## src/rtl/vga_sync_gen.sv

```systemverilog
// 640x480@60 VGA timing generator: pixel-rate divider, x/y counters, sync, blanking and strobes.
// Optional macro VGA_SYNC_PIPE_EN delays hsync/vsync/video_on by one pixel to match a registered rgb path.
module vga_sync_gen #(
  parameter int H_ACTIVE = 640,
  parameter int H_FP     = 16,
  parameter int H_SYNC   = 96,
  parameter int H_BP     = 48,
  parameter int V_ACTIVE = 480,
  parameter int V_FP     = 10,
  parameter int V_SYNC   = 2,
  parameter int V_BP     = 33,
  parameter int PIX_DIV  = 2,
  parameter int SYNC_POL = 0
) (
  input  logic       clk,
  input  logic       rst_n,
  output logic [9:0] x,
  output logic [9:0] y,
  output logic       hsync,
  output logic       vsync,
  output logic       video_on,
  output logic       pix_tick,
  output logic       line_tick,
  output logic       frame_tick
);

  localparam int H_TOTAL = H_ACTIVE + H_FP + H_SYNC + H_BP;
  localparam int V_TOTAL = V_ACTIVE + V_FP + V_SYNC + V_BP;
  localparam int DIV_W   = (PIX_DIV > 1) ? $clog2(PIX_DIV) : 1;

  localparam logic [DIV_W-1:0] DIV_LAST = DIV_W'(PIX_DIV - 1);
  localparam logic [9:0] H_LAST     = 10'(H_TOTAL - 1);
  localparam logic [9:0] V_LAST     = 10'(V_TOTAL - 1);
  localparam logic [9:0] H_VIS      = 10'(H_ACTIVE);
  localparam logic [9:0] V_VIS      = 10'(V_ACTIVE);
  localparam logic [9:0] H_VIS_LAST = 10'(H_ACTIVE - 1);
  localparam logic [9:0] V_VIS_LAST = 10'(V_ACTIVE - 1);
  localparam logic [9:0] HS_START   = 10'(H_ACTIVE + H_FP);
  localparam logic [9:0] HS_END     = 10'(H_ACTIVE + H_FP + H_SYNC - 1);
  localparam logic [9:0] VS_START   = 10'(V_ACTIVE + V_FP);
  localparam logic [9:0] VS_END     = 10'(V_ACTIVE + V_FP + V_SYNC - 1);
  localparam logic       SYNC_ACT   = (SYNC_POL != 0);

  logic [DIV_W-1:0] div_reg, div_next;
  logic [9:0]       x_reg, x_next, y_reg, y_next;
  logic             pix_tick_reg;
  logic             hsync_reg, vsync_reg;
  logic             hs_act_next, vs_act_next;
  logic             video_comb;

  always_comb begin
    div_next = (div_reg == DIV_LAST) ? '0 : div_reg + 1'b1;
    x_next   = x_reg;
    y_next   = y_reg;
    if (pix_tick_reg) begin
      if (x_reg == H_LAST) begin
        x_next = '0;
        y_next = (y_reg == V_LAST) ? 10'd0 : y_reg + 10'd1;
      end else begin
        x_next = x_reg + 10'd1;
      end
    end
    // Sync decode looks at next-state counters so sync flips on the same edge as x/y.
    hs_act_next = (x_next >= HS_START) && (x_next <= HS_END);
    vs_act_next = (y_next >= VS_START) && (y_next <= VS_END);
  end

  always_ff @(posedge clk or negedge rst_n) begin
    if (!rst_n) begin
      div_reg      <= '0;
      pix_tick_reg <= 1'b0;
      x_reg        <= '0;
      y_reg        <= '0;
      hsync_reg    <= ~SYNC_ACT;
      vsync_reg    <= ~SYNC_ACT;
    end else begin
      div_reg      <= div_next;
      pix_tick_reg <= (div_next == DIV_LAST);
      x_reg        <= x_next;
      y_reg        <= y_next;
      hsync_reg    <= hs_act_next ? SYNC_ACT : ~SYNC_ACT;
      vsync_reg    <= vs_act_next ? SYNC_ACT : ~SYNC_ACT;
    end
  end

  assign video_comb = (x_reg < H_VIS) && (y_reg < V_VIS);

  assign x          = x_reg;
  assign y          = y_reg;
  assign pix_tick   = pix_tick_reg;
  // Strobes decode the pre-increment counters during the pix_tick cycle.
  assign line_tick  = pix_tick_reg && (x_reg == H_LAST);
  assign frame_tick = pix_tick_reg && (x_reg == H_VIS_LAST) && (y_reg == V_VIS_LAST);

`ifdef VGA_SYNC_PIPE_EN
  logic hsync_pipe_reg, vsync_pipe_reg, video_pipe_reg;

  always_ff @(posedge clk or negedge rst_n) begin
    if (!rst_n) begin
      hsync_pipe_reg <= ~SYNC_ACT;
      vsync_pipe_reg <= ~SYNC_ACT;
      video_pipe_reg <= 1'b0;
    end else if (pix_tick_reg) begin
      hsync_pipe_reg <= hsync_reg;
      vsync_pipe_reg <= vsync_reg;
      video_pipe_reg <= video_comb;
    end
  end

  assign hsync    = hsync_pipe_reg;
  assign vsync    = vsync_pipe_reg;
  assign video_on = video_pipe_reg;
`else
  assign hsync    = hsync_reg;
  assign vsync    = vsync_reg;
  assign video_on = video_comb;
`endif

endmodule
```

## config.mk

```make
export PLATFORM = sky130hd
export DESIGN_NAME = vga_sync_gen
export DESIGN_NICKNAME = d
export VERILOG_FILES = /design/src/rtl/vga_sync_gen.sv
export SDC_FILE = /design/constraint.sdc
export NUM_CORES = 1
export LEC_CHECK = 0
export ABC_CLOCK_PERIOD_IN_PS = 3750
export BUFFER_PORTS_ARGS = -buffer_cell sky130_fd_sc_hd__buf_2
export CAP_MARGIN = 30
export CORE_ASPECT_RATIO = 1.5
export CORE_MARGIN = 3
export CORE_UTILIZATION = 55
export DETAILED_ROUTE_END_ITERATION = 6
export GPL_TIMING_DRIVEN = 0
export PLACE_DENSITY = 0.79
export SYNTH_ARGS = -nofsm -noshare
export SYNTH_HDL_FRONTEND = slang
export SYNTH_SLANG_ARGS = --single-unit
```

## constraint.sdc

```tcl
create_clock -name clk -period 3.75 [get_ports clk]
set_input_delay 0.375 -clock clk [delete_from_list [all_inputs] [get_ports clk]]
set_output_delay 0.375 -clock clk [all_outputs]
set_load 0.03 [all_outputs]
```

# ---- Word-level counts from Yosys, hierarchy flattened
# Cells that the tools add are included.
dict set report classes {
  add_sub_neg 3
  n_reduce_logical 6
  eq_ne 4
  n_lt_le_gt_ge 6
  muxes 8
}
# op n
set ops {}
lappend ops {{10-bit two-way mux} 5}
lappend ops {{10-bit equality test, second input constant} 3}
lappend ops {{10-bit by 1-bit adder with 10-bit output, second input constant} 2}
lappend ops {{10-bit by 9-bit equality test with 1-bit output, second input constant} 1}
lappend ops {{10-bit >= comparator, second input constant} 1}
lappend ops {{10-bit by 9-bit >= comparator with 1-bit output, second input constant} 1}
lappend ops {{10-bit less-or-equal comparator, second input constant} 1}
lappend ops {{10-bit by 9-bit less-or-equal comparator with 1-bit output, second input constant} 1}
lappend ops {{10-bit < comparator, second input constant} 1}
lappend ops {{10-bit by 9-bit < comparator with 1-bit output, second input constant} 1}
lappend ops {{1-bit logical AND} 6}
lappend ops {{1-bit two-way mux} 3}
lappend ops {{1-bit adder, second input constant} 1}
dict set report totals {
  reg_bits 23
  inputBits 2
  elab_cells 32
  output_inout_bits 26
}

# ---- Logic depth before layout (Yosys ltp)
# Gate-level depths: netlist (run 1).
dict set report depth {
  ltp_word 7
  mapped_depth 8
  mapped_depth_nobuf 7
}

# ---- Worst setup path before layout (run 1)
# No wires, ideal clock.
dict set report synth_timing {
  kind {register to register}
  from {reg x_reg[0], in the netlist x[0]}
  to {reg y_reg[2], in the netlist y[2]}
  slack_ns 1.442
  path_stages_with_launch 9
  arrival_time_ns 2.165
  n_path_buf 1
  setup_ns 0.143
  cell_sequence {dfrtp_1 -> ha_1 -> nand2_1 -> or3_4 -> clkinv_4 -> clkbuf_1 -> o21ai_0 -> nand2_1 -> o21ai_0}
}
dict set report synth_via {
  elab_chain_len 3
}
# item line
set synth_rtl {}
lappend synth_rtl {{start: declaration} 45} ;# logic [9:0] x_reg, x_next, y_reg, y_next;
lappend synth_rtl {{start signal: assignment} 79} ;# x_reg <= x_next;
lappend synth_rtl {{10-bit equality test} 56} ;# if (x_reg == H_LAST) begin
lappend synth_rtl {{10-bit two-way mux} 56}
lappend synth_rtl {{10-bit two-way mux} 55} ;# if (pix_tick_reg) begin
lappend synth_rtl {{named net y_next[2]} 45}
lappend synth_rtl {{end signal: assignment} 80} ;# y_reg <= y_next;
lappend synth_rtl {{end: declaration} 45}
# The timed path passes the listed nets, and every way through them passes these cells.

# ---- Worst setup path in the final report (run 1)
dict set report layout_timing {
  from {reg x_reg[0], in the netlist x[0]}
  to {out line_tick}
}
dict set report layout_via {
  elab_chain_len 2
}
# item line
set layout_rtl {}
lappend layout_rtl {{10-bit equality test} 92} ;# assign line_tick = pix_tick_reg && (x_reg == H_LAST);
lappend layout_rtl {{1-bit logical AND} 92}
lappend layout_rtl {{end: declaration} 23} ;# output logic line_tick,
# Every way passes these cells.

==> metrics, run 1 <==
status finished, final reports clean; worst-path maximum fanout 10; Overflow after GRT 0; Die Area 0.003347 mm²; most common library cell in the layout ignoring fill and taps buf_2; post-CTS sizing 0; die width ~48 µm; CP endpoint line_tick; layout cells sized above 1 21.24%; CP Buf/Inv Count 3; Final Cell Area 0.001679 mm²; root buffer cell clkbuf_4; Ant. Diodes 0; largest net degree at the start of global routing 24; launch point of the worst reg-to-reg path y[1]$_DFF_PN0_; Worst-path clk slew 130 ps; Post-CTS Setup Bufs 0; met1 GRT Util between 20% and 30%; Hold Path Class input pin to async pin; Crit-path slowest cell dfrtp_1; CP startpoint kind register; Ys Warns 0; Routed WL 3407 µm; period utilization 71.48%; Port Buffers 27; Netlist cell types between 40 and 50; reported max-cap violation count 0; CP top delay family buffers and inverters; r2r endpoint vsync$_DFF_PN1_; Finished Layout Cells 229; most frequent cells in the layout buf_2, dfrtp_1, nand2_1; WS Path Type register to output port; async set-reset flop share out of synthesis 100.0%; Top FF cell, synth dfrtp_1; Detailed Routing Iterations Pass 1 4; crit path from x[0]$_DFF_PN0_; clock buffer depth 2; first-pass GRT wire length 5692 µm; WL per Instance 14.88 µm; placed cells about 230; Max Fclk about 370 MHz; core area 0.002505 mm²; met2 usage between 30% and 40%; met3 Use GR 3.117%; drt drc 0; CTS Sinks 23; hold buffers post-CTS 0; Top Ports 28; initial antenna violation count 0; PD cells 221.2 mW/mm²; Final GP Congestion 0.9567; sequential share of the synthesized area 39.25%; DR vias 1,353; fin. max-slew vios 0; EDFF count, synth 0; die height around 69 µm; Post-DP HPWL 2522 µm; worst slew pin tran 521.5 ps; Area Overhead vs Synth 14.02%; cell count along the critical path 6; Min Clock Period, post-route about 2700 ps; First DRT Iteration DRCs 49; clk_lat worst skew 310 ps; CTS tree yes; flops & latches, synth 23; Placed Area 0.001653 mm²; final setup TNS 0 ps; Worst Reg-to-Reg Cells 7; CP Capture Type output port; Initial Util 58.79%; Rows 22; post-DR vias/cell 5.908; Cell Area, Synth ~0.0015 mm²; Final setup viols 0; unrepaired setup endpoints after global routing no; R2R setup slack 1530 ps; Final Net Count 199; Mean Syn Cell Area 9.091 µm²; Peak supply drop approximately 0.00015 V; GRT busiest layer met2; worst-path cell chain ha_1 > nand2_1 > or3_4 > clkinv_4 > clkbuf_1 > buf_2; Critical Path RT 3380 ps; gr usage total 22.70%; syn nets 167; Final Skew 3.805 ps; Final Hold Viols 0; vias in the first global route 1,243; leakage power about 0.71 nW; Post-Syn Instances 162; post-route ant nets 0; Max-slew headroom 65.23%; CTS buffer count 3; H-tree depth 1; crit path DAT between 2000 and 2500 ps; CP peak stage delay 450 ps
-- worst min-delay path by stage --
stage                     cells past startpoint                  to  slack (ps)   from
final                                         1      y[6]$_DFF_PN0_          20  rst_n
after global placement                        1      y[4]$_DFF_PN0_         370  rst_n
after CTS                                     1      y[4]$_DFF_PN0_          30  rst_n
after global routing                          1      y[6]$_DFF_PN0_          20  rst_n
after detailed placement                      1      y[4]$_DFF_PN0_         380  rst_n
after floorplan                               0  pix_tick$_DFF_PN0_          80  rst_n
-- through the flow --
stage / utilization (%) / hold slack (ps) / power, mW / setup slack, ps
floorplan: - / 79.41 / 0.2528 / 1442
global placement: 65.98 / 370.1 / 0.2580 / 1463
detailed placement: 65.98 / 380.8 / 0.2582 / 1427
CTS: 67.03 / 27.91 / 0.3742 / 1054
global route: 67.03 / 19.37 / 0.3883 / 894.2
finish: 67.03 / 16.01 / 0.3715 / 1069
-- cell families (layout without fill, tap and decap cells) --
logic type | Yosys count | count (layout) | synth area share (%)
AO/OA/AOI/OAI | 37 | 37 | 16.57
AND/OR/NAND/NOR | 68 | 68 | 28.12
XOR/XNOR | 12 | 12 | 7.137
flip-flops | 23 | 23 | 39.25
multiplexers | 2 | 2 | 1.359
buffers and inverters | 17 | 48 | 5.013
adder cells (fa/ha/maj) | 3 | 3 | 2.549
-- synthesized netlist by cell type, drive strengths merged, types with 2 or more instances --
cell type | count | area share, %
o31ai | 2 | 1.0
dfstp | 2 | 3.6
nand2b | 2 | 0.85
nor4 | 4 | 2.7
nor2 | 12 | 3.1
nand3 | 7 | 2.4
mux2i | 2 | 1.4
xor2 | 5 | 3.0
nand4 | 3 | 1.3
xnor2 | 7 | 4.2
o21ai | 14 | 4.8
nand2 | 14 | 3.6
dfrtp | 21 | 36
a2111oi | 3 | 1.8
nor3 | 7 | 2.4
and3 | 2 | 0.85
and4 | 3 | 1.8
a21oi | 4 | 1.4
inv | 9 | 2.3
buf | 4 | 1.4
or3 | 5 | 2.5
ha | 3 | 2.5
a31oi | 3 | 1.3
o2bb2ai | 2 | 1.2
clkbuf | 3 | 0.76
-- metal layers --
metal	share of wire [%]	up-vias
li1	-	659
met1	41	641
met2	53	41
met3	3.1	12
met4	2.7	0
met5	0	-
-- report_power, final --
part / internal, mW / leakage (nW) / total (mW) / switching [mW]
combinational: 0.000372 / 0.399 / 0.00508 / 0.00471
sequential: 0.248 / 0.300 / 0.248 / 0
clock: 0.0416 / 0.0150 / 0.118 / 0.0767
total: 0.290 / 0.714 / 0.371 / 0.0814
-- layout make-up --
class	count	area, µm²
Clock buffer	4	26.28
Multi-Input combinational cell	122	820.8
Inverter	10	42.54
Timing Repair Buffer	27	135.1
Fill cell	223	825.8
Buffer	7	31.28
Sequential cell	23	578.1
Tap cell	36	45.04
Power figures use the tool's default switching activity.
==> run 2, diff against run 1 <==
Settings changed: ABC_CLOCK_PERIOD_IN_PS 3750 to 2430, CORE_UTILIZATION 55 to 49, PLACE_DENSITY 0.79 to 0.75.
Clock period 3.75 ns to 2.43 ns, I/O delays scaled along.
==> run 2 against run 1 <==
  * Die area up 11%
  * Highest routed layer unchanged
  * Critical path depth is 1 higher
  * Register-to-register slack got worse by 1300 ps
  * Hold slack improved by 460 ps
  * Clock skew decreased by 1.1 ps
  * Count of clock-buffer cells in the layout stayed put
  * Clock power is 99% higher
  * Final cell count up 0.44%
  * Cell area grew 1.6%
  * Largest power group unchanged
  * Flip-flop and latch count is the same
==> metrics, run 2 (synthesis results as in run 1) <==
Worst Setup Slack post-DPL 245.8 ps (was 1427 ps); Post-CTS Setup Bufs 0 (unchanged); reported max-cap violation count 0 (unchanged); Die Area 0.003713 mm² (was 0.003347 mm²); CP Capture Type register (was output port); Finished Layout Cells 230 (was 229); Tot Pwr 0.6261 mW (was 0.3715 mW); first-pass GRT wire length 5802 µm (was 5692 µm); CP top delay family simple AND/OR/NAND/NOR gates (was buffers and inverters); leakage power 0.7244 nW (was 0.7136 nW); Hold Path Class input pin to async pin (unchanged); Rows 23 (was 22); clock buffer depth 2 (unchanged); CTS buffer count 3 (unchanged); gr usage total 20.04% (was 22.70%); Final GP Congestion 0.9632 (was 0.9567); H-tree depth 1 (unchanged); CP Buf/Inv Count 1 (was 3); Final Cell Area 0.001705 mm² (was 0.001679 mm²); largest net degree at the start of global routing 24 (unchanged); initial antenna violation count 0 (unchanged); most frequent cells in the layout buf_2, dfrtp_1, nand2_1 (unchanged); crit path DAT 2380 ps (was 2310 ps); unrepaired setup endpoints after global routing no (unchanged); worst slew pin tran 501.1 ps (was 521.5 ps); fin. max-slew vios 0 (unchanged); Placed Area 0.001654 mm² (was 0.001653 mm²); root buffer cell clkbuf_8 (was clkbuf_4); Overflow after GRT 0 (unchanged); WL per Instance 14.83 µm (was 14.88 µm); vias in the first global route 1,373 (was 1,243); clk_lat worst skew 260 ps (was 310 ps); core area 0.002763 mm² (was 0.002505 mm²); post-DR vias/cell 5.787 (was 5.908); die width 50.76 µm (was 48.25 µm); Final setup viols 0 (unchanged); Final Core Density 61.73% (was 67.03%); worst-path maximum fanout 17 (was 10); drt drc 0 (unchanged); Final Hold Viols 0 (unchanged); Ant. Diodes 0 (unchanged); First DRT Iteration DRCs 50 (was 49); Initial Util 53.31% (was 58.79%); CP peak stage delay 440 ps (was 450 ps); layout cells sized above 1 21.24% (unchanged); DR vias 1,331 (was 1,353); Worst-path clk slew 80 ps (was 130 ps); Final Net Count 199 (unchanged); Max Fclk 455.1 MHz; Detailed Routing Iterations Pass 1 4 (unchanged); Hold WS 480.4 ps (was 16.01 ps); WS Path Type register to register (was register to output port); Peak supply drop 0.0003206 V (was 0.0001512 V); final setup TNS 0 ps (unchanged); Port Buffers 27 (unchanged); CTS Sinks 23 (unchanged); post-route ant nets 0 (unchanged); Crit-path slowest cell or3_4 (was dfrtp_1); Area Overhead vs Synth 15.80% (was 14.02%); Routed WL 3410 µm (was 3407 µm); CTS tree yes (unchanged); Critical Path RT 2620 ps (was 3380 ps); Final Skew 2.743 ps (was 3.805 ps); Max-slew headroom 66.59% (was 65.23%); worst-path cell chain ha_1 > nand2_1 > or3_4 > clkinv_4 > nand3b_1 > or3_1 > a2111o_1 (was ha_1 > nand2_1 > or3_4 > clkinv_4 > clkbuf_1 > buf_2); die height 73.14 µm (was 69.38 µm); most common library cell in the layout ignoring fill and taps buf_2 (unchanged); placed cells 226 (was 225); final worst slack 232.9 ps (was 1069 ps); Top Ports 28 (unchanged); period utilization 90.42%; Post-DP HPWL 2522 µm (about the same); CP startpoint kind register (unchanged); status finished, final reports clean (unchanged); PD cells 367.1 mW/mm² (was 221.2 mW/mm²); Min Clock Period, post-route 2197 ps
## run 2: power breakdown
part / internal, mW / switching, mW / leakage [nW]
clock: 0.117 / 0.118 / 0.0228
sequential: 0.382 / 0 / 0.300
combinational: 0.00162 / 0.00715 / 0.402
total: 0.501 / 0.125 / 0.724
## run 2: worst reg2reg max path, stage by stage, from the launching register on
cell and delay [ps]:
dfrtp_1 430, ha_1 210, nand2_1 140, or3_4 440
clkinv_4 120, nand3b_1 100, or3_1 310, a2111o_1 380
## run 2: area by class of cell
type | count | area (µm²)
Fill cell | 264 | 1057
Multi-Input combinational cell | 122 | 820.8
Sequential cell | 23 | 578.1
Timing Repair Buffer | 28 | 145.1
Tap cell | 37 | 46.29
Clock buffer | 4 | 45.04
Inverter | 10 | 42.54
Buffer | 6 | 27.53
## run 2: path summary, 6_finish.rpt
check | startpoint | to | slack (ps) | depth (start not counted)
worst min register to register | x[1]$_DFF_PN0_ | x[1]$_DFF_PN0_ | 580 | 1
worst min-delay path | rst_n | y[3]$_DFF_PN0_ | 480 | 2
worst max-delay path | x[0]$_DFF_PN0_ | vsync$_DFF_PN1_ | 230 | 7
worst max register to register | x[0]$_DFF_PN0_ | vsync$_DFF_PN1_ | 230 | 7
min in group clk | x[1]$_DFF_PN0_ | x[1]$_DFF_PN0_ | 580 | 1
max in group asynchronous | rst_n | hsync$_DFF_PN1_ | 1590 | 2
## run 2: routing by layer
metal / global-route usage [%] / share of wire [%] / routed length, µm
met3: 2.658 / 3.9 / 134
met2: 36.48 / 53 / 1822
met1: 22.51 / 40 / 1381
met4: 9.880 / 2.1 / 72
met5: 0 / 0 / 0
## run 2: what timing repair did
item,CTS,global route
hold buffers,1,0
gates resized for setup,0,0
endpoints found under the hold margin,21,0
setup endpoints to repair,1,0
